--- src/rtl/chunker_pkg.sv ---
// Shared helpers for the chunker family: chunk count, chunk ordering and
// the elaboration-time configuration checks.
package chunker_pkg;

  // Number of M-bit chunks in an L-bit block.
  function automatic int chunk_count(input int l, input int m);
    return (m > 0) ? (l / m) : 0;
  endfunction

  // A block must split into a whole, non-zero number of chunks.
  function automatic bit chunk_cfg_ok(input int l, input int m);
    return (m > 0) && (l >= m) && ((l % m) == 0);
  endfunction

  // Buffer depths are powers of two, at least one entry.
  function automatic bit is_pow2(input int n);
    return (n >= 1) && ((n & (n - 1)) == 0);
  endfunction

  // Position inside the block (in chunk units) of the k-th chunk sent.
  function automatic int chunk_index(input int k, input int nr, input bit msb_first);
    return msb_first ? (nr - 1 - k) : k;
  endfunction

endpackage

--- src/rtl/block_fifo.sv ---
// Small block buffer: DEPTH entries of WIDTH bits, count-based full/empty.
// Only pointers and count are reset; the storage is left as-is.
module block_fifo
  import chunker_pkg::*;
#(
  parameter int WIDTH = 128,
  parameter int DEPTH = 2
) (
  input  logic             clk,
  input  logic             reset,
  input  logic             clear,
  input  logic             push,
  input  logic             pop,
  input  logic [WIDTH-1:0] din,
  output logic [WIDTH-1:0] dout,
  output logic             full,
  output logic             empty
);

  localparam int IW = (DEPTH > 1) ? $clog2(DEPTH) : 1;
  localparam int CW = $clog2(DEPTH + 1);
  // With DEPTH=1 the index stays 0, so the second slot is never written.
  localparam int MD = 1 << IW;

  logic [WIDTH-1:0] mem_q [MD];
  logic [IW-1:0]    wr_q, wr_d, rd_q, rd_d;
  logic [CW-1:0]    cnt_q, cnt_d;
  logic             do_push, do_pop;

  assign full    = (cnt_q == CW'(DEPTH));
  assign empty   = (cnt_q == '0);
  assign do_push = push && !full;
  assign do_pop  = pop && !empty;
  assign dout    = mem_q[rd_q];

  // Next pointers and occupancy; explicit wrap keeps DEPTH=1 at index 0.
  always_comb begin
    wr_d  = wr_q;
    rd_d  = rd_q;
    cnt_d = cnt_q;
    if (do_push) wr_d = (wr_q == IW'(DEPTH - 1)) ? '0 : wr_q + IW'(1);
    if (do_pop)  rd_d = (rd_q == IW'(DEPTH - 1)) ? '0 : rd_q + IW'(1);
    case ({do_push, do_pop})
      2'b10:   cnt_d = cnt_q + CW'(1);
      2'b01:   cnt_d = cnt_q - CW'(1);
      default: cnt_d = cnt_q;
    endcase
  end

  // Pointer/count state; reset wins over clear, clear wins over push/pop.
  always_ff @(posedge clk) begin
    if (reset || clear) begin
      wr_q  <= '0;
      rd_q  <= '0;
      cnt_q <= '0;
    end else begin
      wr_q  <= wr_d;
      rd_q  <= rd_d;
      cnt_q <= cnt_d;
    end
  end

  // Storage write; a write on a clearing edge is harmless since pointers reset.
  always_ff @(posedge clk) begin
    if (do_push) mem_q[wr_q] <= din;
  end

endmodule

--- src/rtl/chunker_stream.sv ---
// Splits buffered L-bit blocks into NR = L/M chunks with valid/ready flow
// control on both sides. Chunk counter lives here; blocks sit in block_fifo.
module chunker_stream
  import chunker_pkg::*;
#(
  parameter int L         = 128,
  parameter int M         = 32,
  parameter int DEPTH     = 2,
  parameter int MSB_FIRST = 1
) (
  input  logic         clk,
  input  logic         reset,
  input  logic         flush,
  input  logic [L-1:0] data_in,
  input  logic         in_valid,
  output logic         in_ready,
  output logic [M-1:0] q,
  output logic         valid,
  input  logic         out_ready,
  output logic         last
);

  localparam int NR = chunk_count(L, M);
  localparam int KW = (NR > 1) ? $clog2(NR) : 1;

  if (!chunk_cfg_ok(L, M)) begin : g_bad_lm
    $error("chunker_stream: L must be a non-zero multiple of M");
  end
  if (!is_pow2(DEPTH)) begin : g_bad_depth
    $error("chunker_stream: DEPTH must be a power of two >= 1");
  end

  logic [L-1:0]           head;
  logic                   fifo_full, fifo_empty;
  logic                   push, pop, xfer, k_last;
  logic [KW-1:0]          k_q, k_d;
  logic [NR-1:0][M-1:0]   chunks;
  logic [M-1:0]           cur_chunk;

  // in_ready depends on buffer state only, never on same-cycle handshakes.
  assign in_ready = !fifo_full;
  assign push     = in_valid && in_ready;
  assign valid    = !fifo_empty;
  assign xfer     = valid && out_ready;
  assign k_last   = (k_q == KW'(NR - 1));
  assign pop      = xfer && k_last;

  block_fifo #(
    .WIDTH (L),
    .DEPTH (DEPTH)
  ) u_fifo (
    .clk   (clk),
    .reset (reset),
    .clear (flush),
    .push  (push),
    .pop   (pop),
    .din   (data_in),
    .dout  (head),
    .full  (fifo_full),
    .empty (fifo_empty)
  );

  // chunks[k] is the k-th chunk in send order.
  for (genvar g = 0; g < NR; g++) begin : g_chunk
    assign chunks[g] = head[chunk_index(g, NR, MSB_FIRST != 0) * M +: M];
  end

  if (NR == 1) begin : g_one
    assign cur_chunk = chunks[0];
  end else begin : g_many
    assign cur_chunk = chunks[k_q];
  end

  // Advance the chunk counter on each transfer, wrapping after the last one.
  always_comb begin
    k_d = k_q;
    if (xfer) k_d = k_last ? '0 : k_q + KW'(1);
  end

  // Counter register; reset and flush both restart at chunk 0.
  always_ff @(posedge clk) begin
    if (reset)      k_q <= '0;
    else if (flush) k_q <= '0;
    else            k_q <= k_d;
  end

  // Outputs are forced to zero whenever nothing is presented.
  always_comb begin
    q    = '0;
    last = 1'b0;
    if (valid) begin
      q    = cur_chunk;
      last = k_last;
    end
  end

endmodule
--- config.mk ---
export PLATFORM = sky130hd
export DESIGN_NAME = chunker_stream
export DESIGN_NICKNAME = d
export VERILOG_FILES = /design/src/rtl/chunker_pkg.sv /design/src/rtl/block_fifo.sv /design/src/rtl/chunker_stream.sv
export SDC_FILE = /design/constraint.sdc
export NUM_CORES = 1
export LEC_CHECK = 0
export ABC_AREA = 1
export CORE_AREA = 5 5 174 176
export CTS_BUF_LIST = sky130_fd_sc_hd__clkbuf_4
export DETAILED_ROUTE_END_ITERATION = 12
export DIE_AREA = 0 0 179 181
export GPL_TIMING_DRIVEN = 0
export PLACE_DENSITY = 0.73
export SYNTH_ARGS = -nofsm -noshare
export SYNTH_HDL_FRONTEND = slang
export SYNTH_HIERARCHICAL = 1
export SYNTH_SLANG_ARGS = --single-unit
--- constraint.sdc ---
create_clock -name clk -period 6.6 [get_ports clk]
set_clock_uncertainty 0.05 [all_clocks]
set_input_delay 0.99 -clock clk [delete_from_list [all_inputs] [get_ports clk]]
set_output_delay 0.99 -clock clk [all_outputs]
set_load 0.02 [all_outputs]
==> summary.txt, run 1 <==
RSZ-0062 raised after global routing: no
Cts-stage hold buffer count: 0
Placer Congestion: 0.746
Die H: 181 um
Final-report max-slew violation count: 0
Ys flop type: edfxtp_1
Core Area: 28500 sq um
Most frequent cell after synthesis: edfxtp_1
CP max stage delay: 610 ps
First-pass GRT wire length: 40.7 mm
DP HPWL: 18.1 mm
DRT iter0 DRCs: 350
Post-CTS setup buffers: 0
Top cells by count, synth: edfxtp_1 (256), nand2_1 (140), mux2_2 (128)
Cell Rows: 62
Period utilization: 56.8%
CP endpoint kind: primary output
Routed WL per cell: 17.6 um
Cell area after synthesis: 11300 sq um
Via/cell ratio: 4.63
Crit-path leading delay family: buffers and inverters
Max Fclk: 267 MHz
CTS Buf Count: 71
Post-Synthesis Mean Instance Area: 13.5 sq um
Io pins: 168
CTS tree: done
Post-layout power: 3.72 mW
Share of Yosys cell area claimed by the top area cell type: 68.3%
Cell area power density: 255 nW/um^2
Placed Area: 13700 sq um
Post-Route Utilization: 51.3%
Synth area leader: edfxtp_1
Grt total ovfl: 0
Warning count from the yosys run: 6
Final ANT Viol Nets: 0
Die Span X: 179 um
Critical path, cell by cell: nor2_1 > buf_2 > clkbuf_1 > a21oi_1 > clkdlybuf4s50_1
Tot GR Track Use: 16.4%
Buffers added on ports: 167
Die Area: 32400 sq um
Post-Layout Cell Count: 1515
Hold/Removal Path Class: reg -> reg
Worst EP arrival: 2710 ps
CP Launch Type: flop
Flops & latches, synth: 263
Longest Clk Path Bufs: 3
Slowest-stage cell, CP: clkdlybuf4s50_1
Root buffer cell: clkbuf_4
Cells after Synth: 834
Initial Utilization: 39.6%
Top cells by area, synth: edfxtp_1 (68%), mux2_2 (13%), nand2_1 (4.7%), inv_1 (3.2%), nand3_1 (2.9%)
Layout overhead on the synthesized area: 29.7%
Worst path bufs/invs: 3
Via count: 7016
Pre-antenna DRT Iters: 5
Post-CTS Resized: 0
Syn_nets: 969
Worst-path clk slew: 70 ps
Leakage power: 5.56 nW
Number of synthesized flops with an enable pin: 256
Filler Cell Count: 2498
Worst slew pin tran: 778 ps
Post-synth cell types: 20
Dpl cells: 1395
H-tree depth: 3
Setup TNS: 0 ps
Final Routed Wirelength: 26.7 mm
Peak fanout along the critical path: 10
Initial antenna violation count: 3
Outcome: finished clean
Fin. Hold Viols: 0
VDD IR max: 163 uV
Max cap viols: 0
Relative slew slack: 48.0%
Post-synthesis sequential area ratio: 69.5%
Final setup viols: 0
Data required, critical path: 5560 ps
Critical path class: reg -> out
Asr flop ratio synth: 0%
Insertion delay to the later sink of the worst-skew pair: 630 ps
CTS sink count: 263
Finished Cell Area: 14600 sq um
Final Net Count: 1219
Post-layout min period: 3750 ps
Residual DRC count: 0
Largest net degree at the start of global routing: 31
Vias in the first global route: 7701
Share of layout cells above drive strength 1: 29.5%
## routing by layer
| layer | vias up | wire (um) | GRT usage, % |
|---|---|---|---|
| li1 | 3398 | - | - |
| met1 | 3319 | 11200 | 20.4 |
| met2 | 257 | 12900 | 27.2 |
| met3 | 40 | 2140 | 5.31 |
| met4 | 2 | 397 | 5.13 |
| met5 | - | 13 | 0 |
## sequential cells by signal, summed over array words and instances, names as in the netlist, named ones only
| signal | cells |
|---|---|
| u_fifo/rd_q | 1 |
| u_fifo/mem_q | 256 |
| k_q | 2 |
| u_fifo/cnt_q | 2 |
| u_fifo/wr_q | 1 |
## power by group
part / internal, mW / switching (mW)
clock: 0.870 / 0.630
sequential: 1.92 / 0.0154
combinational: 0.154 / 0.134
## metrics by stage
step | setup slack [ps] | hold slack [ps]
after floorplan | 1550 | 399
after global placement | -1070 | 412
after detailed placement | 3180 | 426
after CTS | 2800 | 436
after global routing | 2640 | 459
final | 2850 | 431
## cell families (layout without fill, tap and decap cells)
kind of cell / Yosys count / count (layout) / share of synthesized area, %
and+or+nand+nor: 222 / 222 / 8.18
muxes: 128 / 128 / 12.8
DFF: 263 / 263 / 69.5
buffers and inverters: 182 / 476 / 7.61
AOI/OAI and AO/OA: 37 / 37 / 1.68
other: 0 / 3 / 0
adders and majority gates: 2 / 2 / 0.222
## worst paths after layout
check / startpoint / to / slack (ps) / depth (start not counted)
worst max-delay path: u_fifo/cnt_q[0] / q[6] / 2850 / 5
worst min-delay path: u_fifo/cnt_q[1] / u_fifo/cnt_q[1] / 430 / 2
worst min register to register: u_fifo/cnt_q[1] / u_fifo/cnt_q[1] / 430 / 2
worst max register to register: u_fifo/cnt_q[0] / u_fifo/mem_q[1][42] / 4110 / 7
## cell type report
type	count	area (sq um)	area share [%]
Sequential cell	263	7830	53.6
Buffer	39	315	2.16
Timing Repair Buffer	177	1900	13.0
Inverter	143	542	3.71
Antenna cell	3	7.51	0.0514
Multi-Input combinational cell	389	2590	17.7
Clock inverter	13	158	1.08
Clock buffer	104	781	5.35
Tap cell	384	480	3.29
## tightest hold or removal path: stages (launching register included)
cell	delay, ps
dfxtp_1	320
nand2_1	70
a21oi_1	50
## cell usage in the layout (no fill, tap or decap), types with 8 or more instances in the layout
cell type	synthesis	routed
a21oi_1	36	36
buf_2	14	14
clkbuf_4	0	104
clkbuf_8	8	8
clkdlybuf4s50_1	0	167
clkinv_1	0	8
edfxtp_1	256	256
inv_1	95	95
inv_2	44	44
mux2_2	128	128
nand2_1	140	140
nand3_1	66	66
nor2_1	14	12
(Power assumes the default switching activity.)
==> inputs of run 2 (changes only) <==
PLACE_DENSITY = 0.71   (was 0.73)
clock period = 3.7 ns   (was 6.6 ns; I/O delays follow)
==> run 2 against run 1 <==
Compared with the run above: total power rose by 82%; via count rose by 0.23%; sequential cell count did not move; hold slack worse by 4.5 ps; clock-buffer cell count is 5 higher; cell count increased by 0.13%; first-iteration DRC count up 39%; die area stayed put; sequential share of layout area down 0.10 points; routed wire length down 0.40%.
==> summary.txt, run 2 (synthesis gave the netlist of run 1 again) <==
Outcome: finished clean
Max cap viols: 0 (unchanged)
Data required, critical path: 3090 ps (-2470 ps)
Psw: 1.42 mW (+82%)
Root buffer cell: clkbuf_4
Met1 wire length: 11.4 mm (+1.5%)
Insertion delay to the later sink of the worst-skew pair: 640 ps (about the same)
Post-layout min period: 3300 ps
Routed WL per cell: 17.5 um (-0.54%)
Grt total ovfl: 0 (unchanged)
Clock share of power: 41.7% (+1.4 points)
Hold path endpoint: u_fifo/mem_q[0][66]
Worst-path clk slew: 70 ps (about the same)
Core Area: 28500 sq um (unchanged)
Hold Crit Depth: 1 (-1)
CP endpoint kind: primary output
Placer Congestion: 0.756 (+1.3%)
Initial antenna violation count: 3 (unchanged)
Largest register FFs: 256 (unchanged)
Share of layout cells above drive strength 1: 30.1% (+0.57 points)
First-pass GRT wire length: 40.2 mm (-1.1%)
Io pins: 168 (unchanged)
Slowest-stage cell, CP: clkdlybuf4s50_1
Die Area: 32400 sq um (unchanged)
Leakage power: 5.59 nW (+0.49%)
Hold/Removal Path Class: in -> reg
Routed wl met2: 13.0 mm (+0.56%)
Hold_sp: data_in[66]
Final Net Count: 1219 (unchanged)
CTS tree: done
Setup ws final: 399 ps (-2450 ps)
Tot GR Track Use: 16.3% (-0.11 points)
H-tree depth: 3 (unchanged)
Relative slew slack: 54.1% (+6.1 points)
Post-place setup slack: 941 ps (-2240 ps)
Post-CTS Resized: 0 (unchanged)
Die Span X: 179 um (unchanged)
Vias in the first global route: 7543 (-2.1%)
CTS Buf Count: 71 (unchanged)
Layout overhead on the synthesized area: 29.9%
Cell area power density: 464 nW/um^2 (+82%)
R2R Setup Slk: 1440 ps (-2670 ps)
DRT iter0 DRCs: 486 (+39%)
Top layer in use: met4
R2R cell count: 6 (-1)
RSZ-0062 raised after global routing: no
R2r endpoint: u_fifo/mem_q[1][102]
Via count: 7032 (+0.23%)
Peak fanout along the critical path: 10 (unchanged)
Final ANT Viol Nets: 0 (unchanged)
Initial Utilization: 39.6% (unchanged)
Final hold slack: 426 ps (-4.55 ps)
DP HPWL: 17.9 mm (-1.2%)
Longest Clk Path Bufs: 3 (unchanged)
Worst path bufs/invs: 3 (unchanged)
Cts-stage hold buffer count: 0 (unchanged)
Reg with most FFs: u_fifo/mem_q
Final Routed Wirelength: 26.6 mm (-0.40%)
Fin. Hold Viols: 0 (unchanged)
Max Fclk: 303 MHz
Commonest cells after routing, fill and taps aside: edfxtp_1 (256), clkdlybuf4s50_1 (167), nand2_1 (140)
Cell Rows: 62 (unchanged)
Internal Power: 5.36 mW (+82%)
Pre-antenna DRT Iters: 5 (unchanged)
Buffers added on ports: 167 (unchanged)
Top flop regs: u_fifo/mem_q: 256 flops, k_q: 2 flops, u_fifo/cnt_q: 2 flops
Sw frac: 20.9% (-0.029 points)
VDD IR max: 281 uV (+72%)
Critical path class: reg -> out
Via/cell ratio: 4.64 (about the same)
Critical register-to-register path startpoint: u_fifo/cnt_q[0]
Worst slew pin tran: 687 ps (-91.1 ps)
Crit-path leading delay family: buffers and inverters
Most common cell after layout, fill and taps aside: edfxtp_1
Combinational share of power: 7.5% (-0.3 points)
Worst EP arrival: 2700 ps (about the same)
CP Launch Type: flop
Residual DRC count: 0 (unchanged)
CP max stage delay: 590 ps (-20 ps)
WL met3: 1.75 mm (-18%)
Post-CTS setup buffers: 0 (unchanged)
Period utilization: 89.2%
Die H: 181 um (unchanged)
Critical path, cell by cell: nor2_1 > buf_2 > clkbuf_1 > a21oi_1 > clkdlybuf4s50_1
Final-report max-slew violation count: 0 (unchanged)
CTS sink count: 263 (unchanged)
Final setup viols: 0 (unchanged)
Flop pwr share: 50.8% (-1.1 points)
Largest net degree at the start of global routing: 29 (-6.5%)
-- run 2: changes by cell type in the layout (fill, tap and decap cells not counted) --
cell / previous run / this run
inv_2: 44 / 45
clkinv_1: 8 / 3
buf_16: 4 / 1
bufinv_16: 4 / 5
clkinvlp_4: 1 / 0
buf_12: 6 / 9
clkinv_2: 4 / 5
clkbuf_4: 104 / 109
-- run 2: metal layers --
metal | vias up | track usage [%]
met3 | 39 | 4.70
met1 | 3356 | 21.0
met4 | 0 | 5.37
met2 | 243 | 26.6
li1 | 3394 | -
met5 | - | 0
-- run 2: cell type report --
class	count	area, sq um
clock buffers	109	818
repair buffers	177	1880
fillers	2478	13800
diodes	3	7.51
clock inverters	10	170
flip-flops and latches	263	7830
inverters	143	542
plain buffers	39	315
well taps	384	480
multi-input cells	389	2590
-- run 2: worst max path at each step --
stage / from / endpoint / slack [ps] / cells after the start
final: u_fifo/cnt_q[0] / q[3] / 400 / 5
after global routing: u_fifo/cnt_q[0] / q[3] / 230 / 5
after CTS: u_fifo/cnt_q[0] / q[3] / 250 / 5
after detailed placement: in_valid / u_fifo/mem_q[1][102] / 940 / 7
after global placement: in_valid / u_fifo/mem_q[1][42] / -1210 / 5
after floorplan: in_valid / u_fifo/mem_q[1][0] / 520 / 4
-- run 2: worst reg2reg max path, stage by stage (launching register included) --
cell     delay, ps
dfxtp_1        440
nor2_1         120
nor2_1         150
o21ai_2        140
nor2_4         560
buf_16         250
buf_12         220
-- run 2: power groups by stage --
stage | logic (mW) | clock network (mW) | registers [mW]
after floorplan | 0.232 | 0 | 3.51
after global placement | 0.480 | 0 | 3.51
after detailed placement | 0.516 | 0 | 3.51
after CTS | 0.519 | 2.93 | 3.45
after global routing | 0.560 | 3.09 | 3.45
final | 0.510 | 2.83 | 3.45
-- run 2: per-stage QoR --
step	area (sq um)	util [%]	power [mW]	setup TNS (ps)	cells
finish	14600	51.4	6.78	0	1517
floorplan	11300	-	3.74	0	834
CTS	14600	51.4	6.90	0	1514
global placement	13400	47.2	3.99	-305440	1385
global route	14600	51.4	7.10	0	1517
detailed placement	13600	47.9	4.03	0	1395
